--- src/rtl/instruction_fetch_controller.sv ---
// Fetch sequencer: walks the PC through instruction memory and queues {pc, instruction} pairs for decode.
// One-cycle fetch-to-output latency when the queue is empty; a full queue with no pop holds the PC.
module instruction_fetch_controller #(
    parameter int          IMEM_BYTES  = 16,
    parameter logic [63:0] RESET_PC    = 64'd0,
    parameter int          QUEUE_DEPTH = 2
) (
    input  logic        clk,
    input  logic        reset,
    output logic [63:0] Inst_Address,
    input  logic [31:0] Instruction,
    input  logic        redirect_valid,
    input  logic [63:0] redirect_pc,
    output logic        out_valid,
    input  logic        out_ready,
    output logic [31:0] out_instruction,
    output logic [63:0] out_pc,
    output logic        halted,
    output logic        misaligned,
    output logic [31:0] fetch_count
);
    localparam int          CW      = $clog2(QUEUE_DEPTH + 1);
    localparam int          QW      = $clog2(QUEUE_DEPTH);
    localparam logic [63:0] LAST_PC = 64'(IMEM_BYTES - 4);

    typedef struct packed {
        logic [63:0] pc;
        logic [31:0] instr;
    } entry_t;

    typedef enum logic [1:0] {FETCH, HALT, ERROR} state_t;

    state_t        state;
    logic [63:0]   pc;
    logic [CW-1:0] count;
    entry_t        q     [QUEUE_DEPTH];
    entry_t        q_nxt [QUEUE_DEPTH];
    logic          flush;
    logic          pop;
    logic          push;
    logic [QW-1:0] widx;

    assign Inst_Address    = pc;
    assign out_valid       = (count != '0);
    assign out_pc          = q[0].pc;
    assign out_instruction = q[0].instr;

    // Entry 0 is the head; a pop shifts occupied entries down, a push lands just past the survivors.
    // Slots that are not overwritten keep their contents so the head holds its last value when empty.
    always_comb begin
        flush = redirect_valid && (state != ERROR);
        pop   = out_valid && out_ready && !flush;
        push  = !flush && (state == FETCH) && (pc <= LAST_PC) &&
                ((count != CW'(QUEUE_DEPTH)) || pop);
        widx  = QW'(count - CW'(pop));
        q_nxt = q;
        for (int i = 0; i < QUEUE_DEPTH - 1; i++) begin
            if (pop && (CW'(i + 1) < count)) begin
                q_nxt[i] = q[i + 1];
            end
        end
        if (push) begin
            q_nxt[widx] = '{pc: pc, instr: Instruction};
        end
    end

    always_ff @(posedge clk or posedge reset) begin
        if (reset) begin
            state       <= FETCH;
            pc          <= RESET_PC;
            count       <= '0;
            halted      <= 1'b0;
            misaligned  <= 1'b0;
            fetch_count <= 32'd0;
            for (int i = 0; i < QUEUE_DEPTH; i++) begin
                q[i] <= '0;
            end
        end else begin
            q <= q_nxt;
            if (flush) begin
                count <= '0;
                if (redirect_pc[1:0] == 2'b00) begin
                    pc     <= redirect_pc;
                    state  <= FETCH;
                    halted <= 1'b0;
                end else begin
                    state      <= ERROR;
                    misaligned <= 1'b1;
                end
            end else begin
                count <= count + CW'(push) - CW'(pop);
                if (pop) begin
                    fetch_count <= fetch_count + 32'd1;
                end
                if (push) begin
                    pc <= pc + 64'd4;
                end
                if ((state == FETCH) && (pc > LAST_PC)) begin
                    state  <= HALT;
                    halted <= 1'b1;
                end
            end
        end
    end
endmodule

--- config.mk ---
export PLATFORM = sky130hd
export DESIGN_NAME = instruction_fetch_controller
export DESIGN_NICKNAME = d
export VERILOG_FILES = /design/src/rtl/instruction_fetch_controller.sv
export SDC_FILE = /design/constraint.sdc
export NUM_CORES = 1
export LEC_CHECK = 0
export ABC_CLOCK_PERIOD_IN_PS = 11900
export BUFFER_PORTS_ARGS = -buffer_cell sky130_fd_sc_hd__buf_2
export CAP_MARGIN = 20
export CORE_MARGIN = 2
export CORE_UTILIZATION = 50
export CTS_BUF_LIST = sky130_fd_sc_hd__clkbuf_2 sky130_fd_sc_hd__clkbuf_4 sky130_fd_sc_hd__clkbuf_8
export CTS_CLUSTER_SIZE = 40
export DETAILED_ROUTE_END_ITERATION = 8
export GPL_ROUTABILITY_DRIVEN = 0
export PLACE_DENSITY = 0.78
export SLEW_MARGIN = 10
export SYNTH_ARGS = -nofsm -noshare
export SYNTH_HDL_FRONTEND = slang
export SYNTH_SLANG_ARGS = --single-unit
--- constraint.sdc ---
create_clock -name clk -period 11.9 [get_ports clk]
set_clock_uncertainty 0.2 [all_clocks]
set_input_delay 0.595 -clock clk [delete_from_list [all_inputs] [get_ports clk]]
set_output_delay 0.595 -clock clk [all_outputs]
set_load 0.1 [all_outputs]
==> flow_metrics.tcl, run 1 <==
set metrics [dict create \
    hp-class "primary input to flop" \
    dp_slack_ns 8.542 \
    synth_cell_type_count 54 \
    holdWs_ns 0.05251 \
    relSlewSlack 0.2342 \
    powerDensity_nw_per_um2 194.6 \
    setup_viol 0 \
    die_w_um 167.0 \
    startpoint "Inst_Address[33]" \
    via_per_inst 5.423 \
    worstSetupPathType "flop to flop" \
    route.detailed.drc 0 \
    ant_nets 0 \
    rows 59 \
    ys_async_sr_fraction 1.000 \
    post_dp_cell_area_um2 14280 \
    grt_pass1_wl_mm 52.91 \
    cp.depth 6 \
    place.port_buffers 294 \
    numCtsBuffers 50 \
    fin_area_um2 15390 \
    fin_crit_sh 0.2769 \
    worstPathRequired_ns 12.14 \
    cts_buffer_depth 3 \
    seq_area_frac_synth 0.5536 \
    r2r_setup_slack_ns 8.60 \
    whs_path_depth 3 \
    critPathMaxStageDelay_ns 0.58 \
    maxCapViolations 0 \
    syn_area_um2 13290 \
    die_y_um 167.0 \
    grt_max_degree 147 \
    syn_area_per_cell_um2 10.56 \
    power_mw 2.996 \
    hold_viol 0 \
    synth_ff_type "dfrtp_1" \
    area_growth_pct 15.85 \
    tightest_slew_ns 1.138 \
    path_clk_slew_ns 0.05 \
    grt_antenna_before_repair 1 \
    clk_latency_ns 0.57 \
    post_cts_buffers 0 \
    worst_slack_ns 8.605 \
    numClockSinks 294 \
    die_area_um2 27900 \
    leakage_nw 7.636 \
    timing.rr.start "Inst_Address[33]" \
    vias 9924 \
    crit_path_end_kind "flop" \
    slowest_stage "nor4_1" \
    rsz0062_at_grt "false" \
    drive_above_1_share 0.3452 \
    h-tree-depth 2 \
    grt_pass1_vias 9793 \
    post_cts_resized 0 \
    critical_path.top_delay_family "simple AND/OR/NAND/NOR gates" \
    nNetsFinal 1566 \
    drt_iter0_markers 866 \
    start_kind "flop" \
    cp.arrival_ns 3.53 \
    path_cells "nor4_1 -> nand4_1 -> nor3_1 -> nand3_4 -> buf_16 -> mux2_2" \
    status "finished, final reports clean" \
    hpwl_mm 21.78 \
    cts_root_buf "clkbuf_8" \
    yosysWarnings 0 \
    clock.fmax_ghz 0.3035 \
    grt-ovfl-total 0 \
    grt_use_total 0.2328 \
    core_um2 26060 \
    synth_seq_cells 294 \
    ioPinCount 295 \
    dr.pass1.iters 5 \
    diodes 0 \
    reg2reg_depth 6 \
    fin_crit_ns 3.295 \
    initial_core_util 0.5100 \
    synth-edff-count 0 \
    cp_num_buf_inv 1 \
    vdd_drop_max_uv 211.2 \
    worstPathMaxFanout 75 \
    synthCells 1259 \
    cts_tree "built" \
    maxSlewViolCount 0 \
    synth.net_count 1363 \
    routedWlPerCell_um 17.99 \
    routed_wl_mm 32.93 \
    setup_tns_ns 0 \
]
[cells by family (layout without fill, tap and decap cells)]
logic type / after synthesis / count (layout) / synth area share
compound gates: 154 / 154 / 0.06685
fa+ha+maj: 4 / 4 / 0.003766
xor+xnor: 33 / 33 / 0.02175
flops: 294 / 294 / 0.5536
mux: 110 / 110 / 0.09425
simple gates: 494 / 494 / 0.1774
buf+inv: 170 / 406 / 0.08238
[routing by layer]
layer	vias up	wire length (um)	track usage
met4	2	827	0.06859
met5	-	8	0
met1	4804	13480	0.3148
met3	63	2983	0.06131
met2	426	15620	0.3716
li1	4629	-	-
[final cells by class]
type | instances | area [um^2]
clock buffers | 75 | 950.9
clock inverters | 10 | 91.34
multi-input cells | 795 | 4875
repair buffers | 309 | 1649
well taps | 335 | 419.2
inverters | 12 | 52.55
flip-flops and latches | 294 | 7357
fillers | 2200 | 10660
[repair_timing]
item | CTS | global route
setup endpoints to repair | 0 | 0
hold buffers | 1 | 1
hold endpoints to repair | 1 | 62
[report_power, final]
| part | switching, mW | leakage, nW | total [mW] | internal [mW] |
|---|---|---|---|---|
| Clock | 0.397 | 0.560 | 0.930 | 0.533 |
| Combinational | 0.746 | 3.25 | 0.890 | 0.144 |
| Sequential | 0.104 | 3.83 | 1.18 | 1.07 |
| Total | 1.25 | 7.64 | 3.00 | 1.75 |
[synthesized netlist by cell type, drive strengths merged, types with 2 or more instances]
cell / n / share of area
nor4: 23 / 0.011
a21o: 3 / 0.0017
o21a: 3 / 0.0017
inv: 12 / 0.0034
a2111oi: 3 / 0.0024
nor2: 89 / 0.025
xor2: 12 / 0.0079
a31oi: 5 / 0.0024
and2: 65 / 0.031
mux2: 109 / 0.093
xnor2: 21 / 0.014
buf: 117 / 0.067
a22oi: 3 / 0.0017
o221ai: 2 / 0.0013
nor3: 34 / 0.014
nand2: 190 / 0.054
o21ai: 16 / 0.0060
and3: 5 / 0.0024
nand4b: 2 / 0.0013
ha: 4 / 0.0038
and4: 4 / 0.0026
or3: 6 / 0.0032
o22ai: 23 / 0.011
or2: 4 / 0.0019
a21oi: 85 / 0.032
o31ai: 2 / 0.0011
clkbuf: 41 / 0.012
o211ai: 4 / 0.0023
nand4: 38 / 0.018
dfrtp: 294 / 0.55
nand3: 29 / 0.011
[worst min path at each step]
stage                         start  slack [ns]               end
finish               redirect_pc[7]        0.05   Inst_Address[7]
global route        redirect_pc[11]        0.03  Inst_Address[11]
CTS                  redirect_pc[7]       0.004   Inst_Address[7]
detailed placement       misaligned        0.25        misaligned
global placement         misaligned        0.24        misaligned
floorplan                      flop        0.25              flop
[placed cells by master, fill, tap and decap left out, types with 23 or more instances in the layout]
cell,n
a21oi_1,85
and2_1,64
buf_2,294
clkbuf_8,62
dfrtp_1,294
mux2_2,104
nand2_1,188
nand3_1,28
nand4_1,38
nor2_1,88
nor3_1,33
o22ai_1,23
[stage by stage]
| stage | cells | utilization |
|---|---|---|
| floorplan | 1259 | - |
| detailed placement | 1741 | 0.5479 |
| CTS | 1827 | 0.5883 |
| global route | 1830 | 0.5908 |
| finish | 1830 | 0.5908 |
| global placement | 1740 | 0.5468 |
[worst reg2reg max path, stage by stage, from the launching register on]
cell and delay (ns):
dfrtp_1 0.44, nor4_1 0.58, nand4_1 0.19, nor3_1 0.56, nand3_4 0.47, buf_16 0.36, mux2_2 0.38
Power figures use the tool's default switching activity.
==> run 2, diff against run 1 <==
--- a/config.mk
+++ b/config.mk
@@ -5,7 +5,7 @@
 export SDC_FILE = /design/constraint.sdc
 export NUM_CORES = 1
 export LEC_CHECK = 0
-export ABC_CLOCK_PERIOD_IN_PS = 11900
+export ABC_CLOCK_PERIOD_IN_PS = 3100
 export BUFFER_PORTS_ARGS = -buffer_cell sky130_fd_sc_hd__buf_2
 export CAP_MARGIN = 20
 export CORE_MARGIN = 2
==> constraint.sdc (replaced) <==
create_clock -name clk -period 3.1 [get_ports clk]
set_clock_uncertainty 0.2 [all_clocks]
set_input_delay 0.155 -clock clk [delete_from_list [all_inputs] [get_ports clk]]
set_output_delay 0.155 -clock clk [all_outputs]
set_load 0.1 [all_outputs]
==> run 2 against run 1 <==
Effect of this change:
- sequential share of layout area decreased by 3.8 points
- via count increased by 9.7%
- final area grew 8.6%
- critical path type unchanged
- largest cell class unchanged
==> flow_metrics.tcl, run 2 (synthesized netlist as in run 1, its figures left out) <==
set metrics [dict create \
    dpl.cell_count 1766 \
    met1Wirelength_mm 14.20 \
    vias 10890 \
    hold_viol 0 \
    cp.arrival_ns 3.28 \
    grt-ovfl-total 0 \
    core_um2 26060 \
    ant_nets 0 \
    clk_latency_ns 0.57 \
    cp_num_buf_inv 1 \
    hold_start "redirect_pc[0]" \
    routed_wl_mm 36.82 \
    nNetsFinal 1701 \
    place.port_buffers 294 \
    path_cells "nor4_1 -> nand4_1 -> or3_4 -> o21ai_2 -> a21oi_1 -> dlygate4sd3_1" \
    fillers 1903 \
    power_mw 11.91 \
    grt_antenna_before_repair 2 \
    die_y_um 167.0 \
    vdd_drop_max_uv 852.5 \
    drt_iter0_markers 980 \
    critical_path.top_delay_family "simple AND/OR/NAND/NOR gates" \
    holdPathEnd "Inst_Address[9]" \
    grt_pass1_vias 11070 \
    dr_wl_met3_mm 3.251 \
    grt_pass1_wl_mm 58.84 \
    fin_crit_ns 3.035 \
    worstPathMaxFanout 7 \
    path_clk_slew_ns 0.06 \
    drive_above_1_share 0.3341 \
    stdcell_count 1970 \
    wl_met2_mm 17.42 \
    area_growth_pct 25.81 \
    maxCapViolations 0 \
    timing.rr.start "Inst_Address[11]" \
    r2r_setup_slack_ns 0.07 \
    reg2reg_depth 6 \
    cts_tree "built" \
    die_area_um2 27900 \
    tightest_slew_ns 0.8989 \
    routedWlPerCell_um 18.69 \
    start_kind "flop" \
    whs_path_depth 4 \
    clock.fmax_ghz 0.3295 \
    worstSetupPathType "flop to flop" \
    rsz0062_at_grt "false" \
    fin_crit_sh 0.9790 \
    relSlewSlack 0.4007 \
    slowest_stage "dlygate4sd3_1" \
    numClockSinks 294 \
    route.detailed.drc 0 \
    worstPathRequired_ns 3.34 \
    via_per_inst 5.527 \
    worst_slack_ns 0.06507 \
    grt_max_degree 126 \
    crit_path_end_kind "flop" \
    maxSlewViolCount 0 \
    cts_buffer_depth 3 \
    die_w_um 167.0 \
    dr.pass1.iters 5 \
    powerDensity_nw_per_um2 712.4 \
    r2r-end "Inst_Address[60]" \
    dp_slack_ns 0.2613 \
    most-common-layout-cells "dfrtp_1 (294), buf_2 (294), nand2_1 (188)" \
    leakage_nw 8.185 \
    setup_viol 0 \
    rows 59 \
    numCtsBuffers 50 \
    status "finished, final reports clean" \
    highest_layer "met5" \
    hpwl_mm 22.62 \
    critPathMaxStageDelay_ns 0.59 \
    setup_tns_ns 0 \
    ioPinCount 295 \
    grt_use_total 0.2611 \
    cts_root_buf "clkbuf_8" \
    h-tree-depth 2 \
    initial_core_util 0.5100 \
    hp-class "primary input to flop" \
]
==> run 2: cell count changes in the layout (fill, tap and decap cells not counted), moves of 2 or more <==
cell,before,now
clkinvlp_4,0,3
clkbuf_4,13,22
inv_8,3,0
buf_12,0,6
dlygate4sd3_1,2,113
buf_16,3,0
buf_4,10,31
clkinv_2,6,4
clkbuf_8,62,59
==> run 2: how the worst max path moves through the flow <==
stage | depth (start not counted) | slack, ns | startpoint | to
floorplan | 1 | -1.16 | reset | Inst_Address[0]
global placement | 6 | 0.27 | Inst_Address[11] | out_instruction[29]
detailed placement | 6 | 0.26 | Inst_Address[11] | out_instruction[24]
CTS | 6 | 0.03 | Inst_Address[11] | Inst_Address[54]
global route | 6 | 0.03 | Inst_Address[11] | Inst_Address[54]
finish | 6 | 0.07 | Inst_Address[11] | Inst_Address[60]
==> run 2: stage by stage <==
| step | hold WS [ns] | utilization | area, um^2 |
|---|---|---|---|
| floorplan | 0.06044 | - | 13290 |
| global placement | 0.1602 | 0.5571 | 14520 |
| detailed placement | 0.1555 | 0.5571 | 14520 |
| CTS | 0.06280 | 0.6408 | 16700 |
| global route | 0.1272 | 0.6416 | 16720 |
| finish | 0.1049 | 0.6416 | 16720 |
==> run 2: layout make-up <==
| type | instances | area, um^2 | share of cell area |
|---|---|---|---|
| diodes | 1 | 2.502 | 0.0001497 |
| clock buffers | 81 | 977.2 | 0.05845 |
| clock inverters | 8 | 73.82 | 0.004416 |
| inverters | 12 | 48.80 | 0.002919 |
| multi-input cells | 795 | 4885 | 0.2922 |
| flip-flops and latches | 294 | 7357 | 0.4401 |
| well taps | 335 | 419.2 | 0.02507 |
| repair buffers | 444 | 2955 | 0.1768 |
==> run 2: what timing repair did <==
action | 4_1_cts | 5_1_grt
resized for setup | 0 | 3
endpoints found under the setup margin | 0 | 4
buffers inserted | 0 | 1
hold buffers | 113 | 0
hold endpoints to repair | 425 | 0
==> run 2: worst register-to-register path: cells and delay by family, from the launching register on <==
family          cells  cell delay (ns)
compound gates      2             0.47
buf+inv             1             0.59
flops               1             0.47
simple gates        3             1.19
==> run 2: power breakdown <==
part           total (mW)  switching (mW)  internal, mW
clock network        3.62            1.55          2.07
logic                3.76            2.99         0.764
registers            4.53           0.414          4.12
==> run 2: layer usage <==
metal | GRT usage | vias up
met3 | 0.06725 | 150
li1 | - | 4916
met4 | 0.1282 | 2
met1 | 0.3273 | 5245
met5 | 0 | -
met2 | 0.4224 | 575
==> run 3, diff against run 2 <==
--- a/config.mk
+++ b/config.mk
@@ -9,12 +9,13 @@
 export BUFFER_PORTS_ARGS = -buffer_cell sky130_fd_sc_hd__buf_2
 export CAP_MARGIN = 20
 export CORE_MARGIN = 2
-export CORE_UTILIZATION = 50
+export CORE_UTILIZATION = 39
 export CTS_BUF_LIST = sky130_fd_sc_hd__clkbuf_2 sky130_fd_sc_hd__clkbuf_4 sky130_fd_sc_hd__clkbuf_8
 export CTS_CLUSTER_SIZE = 40
 export DETAILED_ROUTE_END_ITERATION = 8
 export GPL_ROUTABILITY_DRIVEN = 0
-export PLACE_DENSITY = 0.78
+export PLACE_DENSITY = 0.64
+export RECOVER_POWER = 25
 export SLEW_MARGIN = 10
 export SYNTH_ARGS = -nofsm -noshare
 export SYNTH_HDL_FRONTEND = slang
==> run 3 against run 2 <==
Effect of this change:
- the run now ends with max-capacitance violations, max-slew violations left
- non-clock buffer count is 5 lower
- sequential power shrank 0.9%
- final area rose by 0.52%
- wire length decreased by 0.43%
- utilization decreased by 14 points
- highest routed layer is now met4
==> flow_metrics.tcl, run 3 (synthesized netlist as in run 1, its figures left out) <==
set metrics [dict create \
    status "finished, violations left" \
    violations "max-capacitance violations, max-slew violations" \
    fin_crit_sh 0.9513 \
    h-tree-depth 2 \
    cp_num_buf_inv 1 \
    grt_pass1_vias 10540 \
    routed_wl_mm 36.66 \
    dr.pass1.iters 6 \
    grt_pass1_wl_mm 57.88 \
    cts_root_buf "clkbuf_8" \
    initial_core_util 0.3963 \
    grt-ovfl-total 0 \
    drt_iter0_markers 711 \
    worstPathRequired_ns 3.35 \
    numClockSinks 294 \
    drive_above_1_share 0.3327 \
    area_growth_pct 26.46 \
    hold_viol 0 \
    rsz0062_at_grt "false" \
    path_cells "nor4_1 -> nand4_1 -> or3_4 -> nor3_4 -> buf_12 -> mux2_2" \
    die_y_um 188.6 \
    die_w_um 188.6 \
    grt_max_degree 95 \
    maxCapViolations 1 \
    vias 10600 \
    powerDensity_nw_per_um2 707.5 \
    path_clk_slew_ns 0.06 \
    core_um2 33530 \
    route.detailed.drc 0 \
    setup_viol 0 \
    leakage_nw 8.159 \
    setup_tns_ns 0 \
    grt_antenna_before_repair 0 \
    clock.fmax_ghz 0.3391 \
    tightest_slew_ns 1.542 \
    fin_crit_ns 2.949 \
    cts_buffer_depth 3 \
    cp.arrival_ns 3.20 \
    most-common-layout-cells "dfrtp_1 (294), buf_2 (294), nand2_1 (188)" \
    diodes 0 \
    relSlewSlack -0.03386 \
    ioPinCount 295 \
    cts_tree "built" \
    hpwl_mm 23.61 \
    hp-class "primary input to flop" \
    power_mw 11.89 \
    clk_latency_ns 0.61 \
    crit_path_end_kind "flop" \
    vdd_drop_max_uv 989.6 \
    seq_area_um2 7357 \
    maxSlewViolCount 33 \
    grt_use_total 0.2043 \
    fillers 3075 \
    routedWlPerCell_um 17.68 \
    nNetsFinal 1696 \
    start_kind "flop" \
    multi_input_area_um2 4881 \
    critPathMaxStageDelay_ns 0.66 \
    ant_nets 0 \
    worstPathMaxFanout 44 \
    numCtsBuffers 50 \
    post_cts_buffers 0 \
    die_area_um2 35570 \
    place.port_buffers 294 \
    slowest_stage "nor4_1" \
    worstSetupPathType "flop to flop" \
    critical_path.top_delay_family "simple AND/OR/NAND/NOR gates" \
    fin_area_um2 16800 \
    post_dp_cell_area_um2 14730 \
    rows 67 \
    via_per_inst 5.109 \
]
run 3: changes by cell type in the layout (fill, tap and decap cells not counted), sizes merged:
cell         change
bufinv           +1
dlygate4sd3      -7
clkinv           +1
clkbuf           +1
clkinvlp         +1
diode            -1
buf              -4
inv              -1
run 3: stage by stage:
stage	hold WS (ns)	setup WS (ns)	utilization	cells
2_1_floorplan	0.06044	-1.158	-	1259
3_3_place_gp	0.1526	0.1776	0.4393	1882
3_5_place_dp	0.1532	0.1667	0.4393	1882
4_1_cts	0.03500	0.1363	0.5027	2074
5_1_grt	0.08858	0.06921	0.5012	2074
6_report	0.08195	0.1510	0.5012	2074
run 3: cell type report:
type                            instances  area share
Clock buffer                           76     0.05703
Clock inverter                         10    0.006403
Inverter                               12    0.002755
Multi-Input combinational cell        795      0.2904
Sequential cell                       294      0.4378
Tap cell                              448     0.03336
Timing Repair Buffer                  439      0.1722
run 3: power by group:
part | switching (mW) | leakage, nW | internal [mW]
combinational | 2.97 | 3.77 | 0.727
sequential | 0.374 | 3.83 | 4.12
clock | 1.58 | 0.558 | 2.13
total | 4.92 | 8.16 | 6.97
run 3: layer usage:
| layer | part of all wire | wire length, um | track usage |
|---|---|---|---|
| met5 | 0 | 0 | 0 |
| met4 | 0.033 | 1215 | 0.07752 |
| met3 | 0.078 | 2871 | 0.05141 |
| met2 | 0.47 | 17240 | 0.3275 |
| met1 | 0.42 | 15340 | 0.2675 |
run 3: worst min-delay path: stages:
cell and delay, ns:
dlygate4sd3_1 0.52, buf_2 0.09, nand2_1 0.04, nand2_1 0.05
run 3: what timing repair did:
item / 4_1_cts / 5_1_grt
gates resized for setup: 0 / 1
hold buffers: 106 / 0
setup endpoints to repair: 0 / 16
hold endpoints to repair: 169 / 0
run 3: final timing paths:
kind / slack, ns / cells past startpoint / endpoint / from
min: 0.08 / 4 / Inst_Address[11] / redirect_pc[11]
max reg2reg: 0.15 / 6 / out_instruction[28] / Inst_Address[12]
min reg2reg: 0.28 / 1 / flop / flop
max in group asynchronous: 0.49 / 4 / async pin / reset
max: 0.15 / 6 / out_instruction[28] / Inst_Address[12]
min in group asynchronous: 0.26 / 3 / fetch_count[11] / reset
